<file path="src/rtl/lane_unpack.sv">
`default_nettype none
// ============================================================================
//  Module   : lane_unpack
//  Purpose  : Reader-side lane serialiser. Accepts one LANES*N-bit word plus
//             a lane-enable mask over a valid/ready handshake and replays the
//             enabled lanes, lowest index first, on an N-bit lane stream.
//             Lanes whose mask bit is clear are skipped entirely.
//  Ports    : clk, rst      - clock, asynchronous active-high reset
//             IN_valid      - upstream offers a word
//             IN_dat        - word, lane k at IN_dat[k*N +: N]
//             IN_mask       - lane enables, bit k => lane k emitted
//             OUT_ready     - word accepted this cycle when IN_valid is high
//             OUT_valid     - lane output valid
//             OUT_lane      - current lane data
//             OUT_idx       - index of current lane
//             OUT_last      - current lane is the last enabled lane of word
//             IN_ready      - downstream consumes lane when OUT_valid high
//             OUT_busy      - a word is held with lanes still to emit
//  Revision : 1.0 - initial release
// ============================================================================
module lane_unpack #(
    parameter int N     = 4,
    parameter int LANES = 4,
    localparam int IDXW = (LANES > 1) ? $clog2(LANES) : 1
) (
    input  logic                 clk,
    input  logic                 rst,
    input  logic                 IN_valid,
    input  logic [LANES*N-1:0]   IN_dat,
    input  logic [LANES-1:0]     IN_mask,
    output logic                 OUT_ready,
    output logic                 OUT_valid,
    output logic [N-1:0]         OUT_lane,
    output logic [IDXW-1:0]      OUT_idx,
    output logic                 OUT_last,
    input  logic                 IN_ready,
    output logic                 OUT_busy
);

    typedef enum logic [0:0] {
        S_IDLE = 1'b0,
        S_EMIT = 1'b1
    } state_t;

    state_t                 r_state;
    state_t                 w_state_next;
    logic [LANES*N-1:0]     r_data;
    logic [LANES-1:0]       r_rem;

    logic [IDXW-1:0]        w_idx;
    logic [LANES-1:0]       w_idx_onehot;
    logic                   w_single;
    logic                   w_emit;
    logic                   w_lane_hs;
    logic                   w_done;
    logic                   w_ready;
    logic                   w_accept;
    logic                   w_mask_nz;

    // Lowest set bit of the remaining mask: scan downwards so the final
    // assignment wins with the smallest index.
    always_comb begin
        w_idx = '0;
        for (int k = LANES - 1; k >= 0; k--) begin
            if (r_rem[k]) begin
                w_idx = IDXW'(k);
            end
        end
    end

    assign w_idx_onehot = LANES'(1) << w_idx;
    // Exactly one bit left (only meaningful while emitting, where rem != 0).
    assign w_single     = ((r_rem & (r_rem - LANES'(1))) == '0);
    assign w_emit       = (r_state == S_EMIT);
    assign w_lane_hs    = w_emit && IN_ready;
    assign w_done       = w_lane_hs && w_single;
    // Combinational from IN_ready so a new word can be taken on the cycle the
    // final lane leaves, giving bubble-free back-to-back words.
    assign w_ready      = !rst && (!w_emit || w_done);
    assign w_accept     = w_ready && IN_valid;
    assign w_mask_nz    = (IN_mask != '0);

    always_comb begin
        w_state_next = r_state;
        case (r_state)
            S_IDLE: begin
                if (w_accept && w_mask_nz) begin
                    w_state_next = S_EMIT;
                end
            end
            S_EMIT: begin
                if (w_done) begin
                    w_state_next = (w_accept && w_mask_nz) ? S_EMIT : S_IDLE;
                end
            end
            default: begin
                w_state_next = S_IDLE;
            end
        endcase
    end

    always_ff @(posedge clk or posedge rst) begin
        if (rst) begin
            r_state <= S_IDLE;
            r_data  <= '0;
            r_rem   <= '0;
        end else begin
            r_state <= w_state_next;
            // A fresh word overrides the clear of the final lane bit.
            if (w_accept) begin
                r_data <= IN_dat;
                r_rem  <= IN_mask;
            end else if (w_lane_hs) begin
                r_rem  <= r_rem & ~w_idx_onehot;
            end
        end
    end

    assign OUT_ready = w_ready;
    assign OUT_valid = w_emit;
    assign OUT_busy  = w_emit;
    assign OUT_last  = w_emit && w_single;
    assign OUT_idx   = w_emit ? w_idx : '0;
    assign OUT_lane  = w_emit ? r_data[w_idx*N +: N] : '0;

endmodule
`default_nettype wire

</file>
<file path="config.mk">
export PLATFORM = sky130hd
export DESIGN_NAME = lane_unpack
export DESIGN_NICKNAME = d
export VERILOG_FILES = /design/src/rtl/lane_unpack.sv
export SDC_FILE = /design/constraint.sdc
export NUM_CORES = 1
export LEC_CHECK = 0
export CORE_MARGIN = 3
export CORE_UTILIZATION = 45
export DETAILED_ROUTE_END_ITERATION = 16
export GPL_TIMING_DRIVEN = 1
export PLACE_DENSITY = 0.77
export SYNTH_ARGS = -nofsm -noshare
export SYNTH_HDL_FRONTEND = slang
export SYNTH_SLANG_ARGS = --single-unit
</file>
<file path="constraint.sdc">
create_clock -name clk -period 2.4 [get_ports clk]
set_clock_uncertainty 0.05 [all_clocks]
set_input_delay 0.36 -clock clk [delete_from_list [all_inputs] [get_ports clk]]
set_output_delay 0.36 -clock clk [all_outputs]
set_load 0.005 [all_outputs]
</file>
==> results.md, run 1 <==
- RSZ-0062 raised after global routing: true
- Initial antenna violation count: 0
- Slew of the pin with the lowest slew margin: approximately 320 ps
- Vias per Instance: 5.292
- Floorplan core area: about 0.0023 mm²
- Vias in the first global route: between 900 and 1k
- Synth Area in XOR/XNOR: 0%
- Tot GR Track Use: between 10% and 20%
- Max Transition Viols Final: 0
- Antenna-violating nets left: 0
- Crit. End Element: primary output
- Clock power frac: 9.0%
- Final worst-path cycle share: between 90% and 100%
- Buffers on Ports: 33
- Met1 GRT Util: 18.76%
- Power, Total: around 1.9 mW
- Grt ovf: 0
- Total clock sinks: 21
- Diodes inserted: 0
- Met3 Use GR: under 10%
- P_sw: 0.6473 mW
- DR vias: 889
- Clk pin slew, worst setup/hold paths: between 100 and 150 ps
- FMAX: between 0.4 and 0.5 GHz
- Max cap viols: 0
- DP HPWL: 1876 µm
- Logic pwr share: 55.3%
- Gate Count Post-Synth: 100
- VDD IR max: 0.6564 mV
- First-pass GRT wire length: between 4000 and 5000 µm
- Switching Share: roughly 34%
- Critical Path RT: roughly 2000 ps
- Starting DRC count in detailed routing: 5
- Die X: ~57 µm
- # rows: 17
- Sequential power share: between 30% and 40%
- Internal cell power: 1.234 mW
- Post-synthesis mux area share: approximately 28%
- Final setup violating endpoints: 0
- Flops & latches, synth: 21
- CP Data Arrival Time: a little under 2000 ps
- Avg Cell Area, Syn: approximately 12 µm²
- Design Area, Final: approximately 0.0016 mm²
- Placed Area: between 0.0015 and 0.002 mm²
- Final min period: ~2300 ps
- Die height: ~57 µm
- P_leak: between 0.7 and 0.8 nW
- Post-synthesis compound-gate area fraction: approximately 12%
- Die ar.: between 0.003 and 0.004 mm²
- HP Class: in2async
- Register area share after synthesis: between 40 and 50%
- GR peak layer: met2
- Synth-to-Final Area Change: 38.24%
- Initial Util: 49.81%
- Hold slack: roughly 390 ps
- WS Path Type: reg2out
- Simple-Gate Fraction of Synth Area: under 10%
- Synthesized cell area: around 0.0012 mm²
- GPL Wtd Cong: a little over 0.8
- DRC errors left: 0
- P per Cell Area: ~1200 mW/mm²
- Ports: 34
- Drt pass-1 iters: 3
- Share of layout cells above drive strength 1: 26.43%
- CTS tree: yes
- Yosys warning count: 0
- Synth Area in Adders: 0%
- Root buf cell: clkbuf_4
- Nets@finish: 165
- Num CTS Buffers: 3
- Global Route met2 Usage: between 20% and 30%
- Worst setup SP type: register
- Main combinational cell family by area after synthesis: multiplexers
- Status: completed
- Final hold vios: 0
- Relative slew slack: between 70% and 80%
- Largest buffer count on any clock path: 2
- Clk_lat worst skew: about 310 ps
- Crit-path max FO: 5
- Pin count of the biggest net entering global routing: 22
- Syn nets: 124
- WL/cell: about 15 µm
- Yosys cell types: 20
- Final wirelength: between 2000 and 3000 µm
- H-Tree Depth: 1
[worst max-delay path, cell delays in order (launching register included)]
cell             delay, ps
dfrtp_1                420
nand2b_1               150
a21oi_1                140
buf_4                  160
mux2i_1                240
a21oi_2                 70
clkdlybuf4s50_1        440
[cells in the final DEF (no fill, tap or decap)]
master and n:
clkdlybuf4s50_1 30, dfrtp_1 20, mux2_4 17, inv_1 10, a21oi_1 9, buf_4 9, mux2i_1 6, o21ai_0 6
nor2_1 4, nand2_1 4, nor3b_1 4, clkbuf_4 3, dlymetal6s2s_1 3, a211oi_2 2, o21ai_1 2, a211o_1 1
or2_4 1, o31a_1 1, o21bai_2 1, nand2b_1 1, a21oi_2 1, and2_1 1, mux2i_2 1, nor4_1 1
clkinv_2 1, dfrtp_2 1
[cell type report]
| class | count | area, µm² |
|---|---|---|
| Fill cell | 177 | 721.9 |
| Timing Repair Buffer | 42 | 405.4 |
| Sequential cell | 21 | 526.8 |
| Clock inverter | 1 | 5.005 |
| Multi-Input combinational cell | 63 | 564.3 |
| Clock buffer | 3 | 22.52 |
| Tap cell | 28 | 35.03 |
| Inverter | 10 | 37.54 |
[path summary, 6_finish.rpt]
check	startpoint	endpoint	slack (ps)	cells after the start
max	r_rem[2]$_DFFE_PP0P_	OUT_lane[1]	60	6
min in group clk	r_data[10]$_DFFE_PP0P_	r_data[10]$_DFFE_PP0P_	470	1
max in group asynchronous	rst	r_rem[3]$_DFFE_PP0P_	1680	3
min reg2reg	r_data[10]$_DFFE_PP0P_	r_data[10]$_DFFE_PP0P_	470	1
max reg2reg	r_rem[3]$_DFFE_PP0P_	r_data[13]$_DFFE_PP0P_	480	6
min	rst	OUT_busy$_DFF_PP0_	390	3
[state kept, by name (all words and copies together), names as in the netlist]
| name | count |
|---|---|
| OUT_busy | 1 |
| r_data | 16 |
| r_rem | 4 |
[per-stage QoR]
| stage | utilization (%) | setup slack [ps] | instances | TNS [ps] |
|---|---|---|---|---|
| after floorplan | - | 547.2 | 100 | 0 |
| after global placement | 65.41 | 286.9 | 160 | 0 |
| after detailed placement | 65.41 | 293.9 | 160 | 0 |
| after CTS | 67.13 | 3.665 | 165 | 0 |
| after global routing | 68.86 | -46.30 | 168 | -46.30 |
| final | 68.86 | 62.99 | 168 | 0 |
[Yosys cell counts (all sizes together)]
cell	number	area, µm²
dfrtp	21	525.5
mux2	17	255.2
a21oi	10	50.05
inv	10	37.54
o21ai	8	40.04
mux2i	7	70.07
nand2	4	15.01
nor2	4	15.01
nor3b	4	30.03
buf	3	30.03
clkbuf	3	11.26
a211oi	2	25.02
a211o	1	8.760
and2	1	6.260
nand2b	1	6.260
nor4	1	6.260
o21bai	1	7.510
o31a	1	8.760
or2	1	6.260
[power groups by stage]
stage	Combinational, mW	Sequential (mW)	Clock (mW)
finish	1.04	0.671	0.170
global route	1.13	0.694	0.189
CTS	0.970	0.675	0.175
detailed placement	0.942	0.683	0
global placement	0.928	0.669	0
floorplan	0.629	0.632	0
[kinds of logic after synthesis]
kind of cell / Yosys count
buf+inv: 16
simple gates: 16
compound gates: 23
flops: 21
mux: 24
[layer usage]
layer / vias to the layer above / routed length (µm) / part of all wire [%]
li1: 425 / - / -
met3: 8 / 153 / 5.9
met5: - / 0 / 0
met2: 29 / 1381 / 53
met4: 0 / 57 / 2.2
met1: 427 / 1010 / 39
[what timing repair did]
item	4_1_cts	5_1_grt
setup buffers	1	3
hold endpoints to repair	0	0
setup endpoints to repair	5	5
gates resized for setup	2	8
hold buffers	0	0
pin swaps	0	1
(Power assumes the default switching activity.)
==> run 2: changes to the inputs <==
Settings changed: HOLD_SLACK_MARGIN set to 0.08.
==> results of run 2 <==
Same layout as run 1: the final DEF is identical, and so are final timing and power.
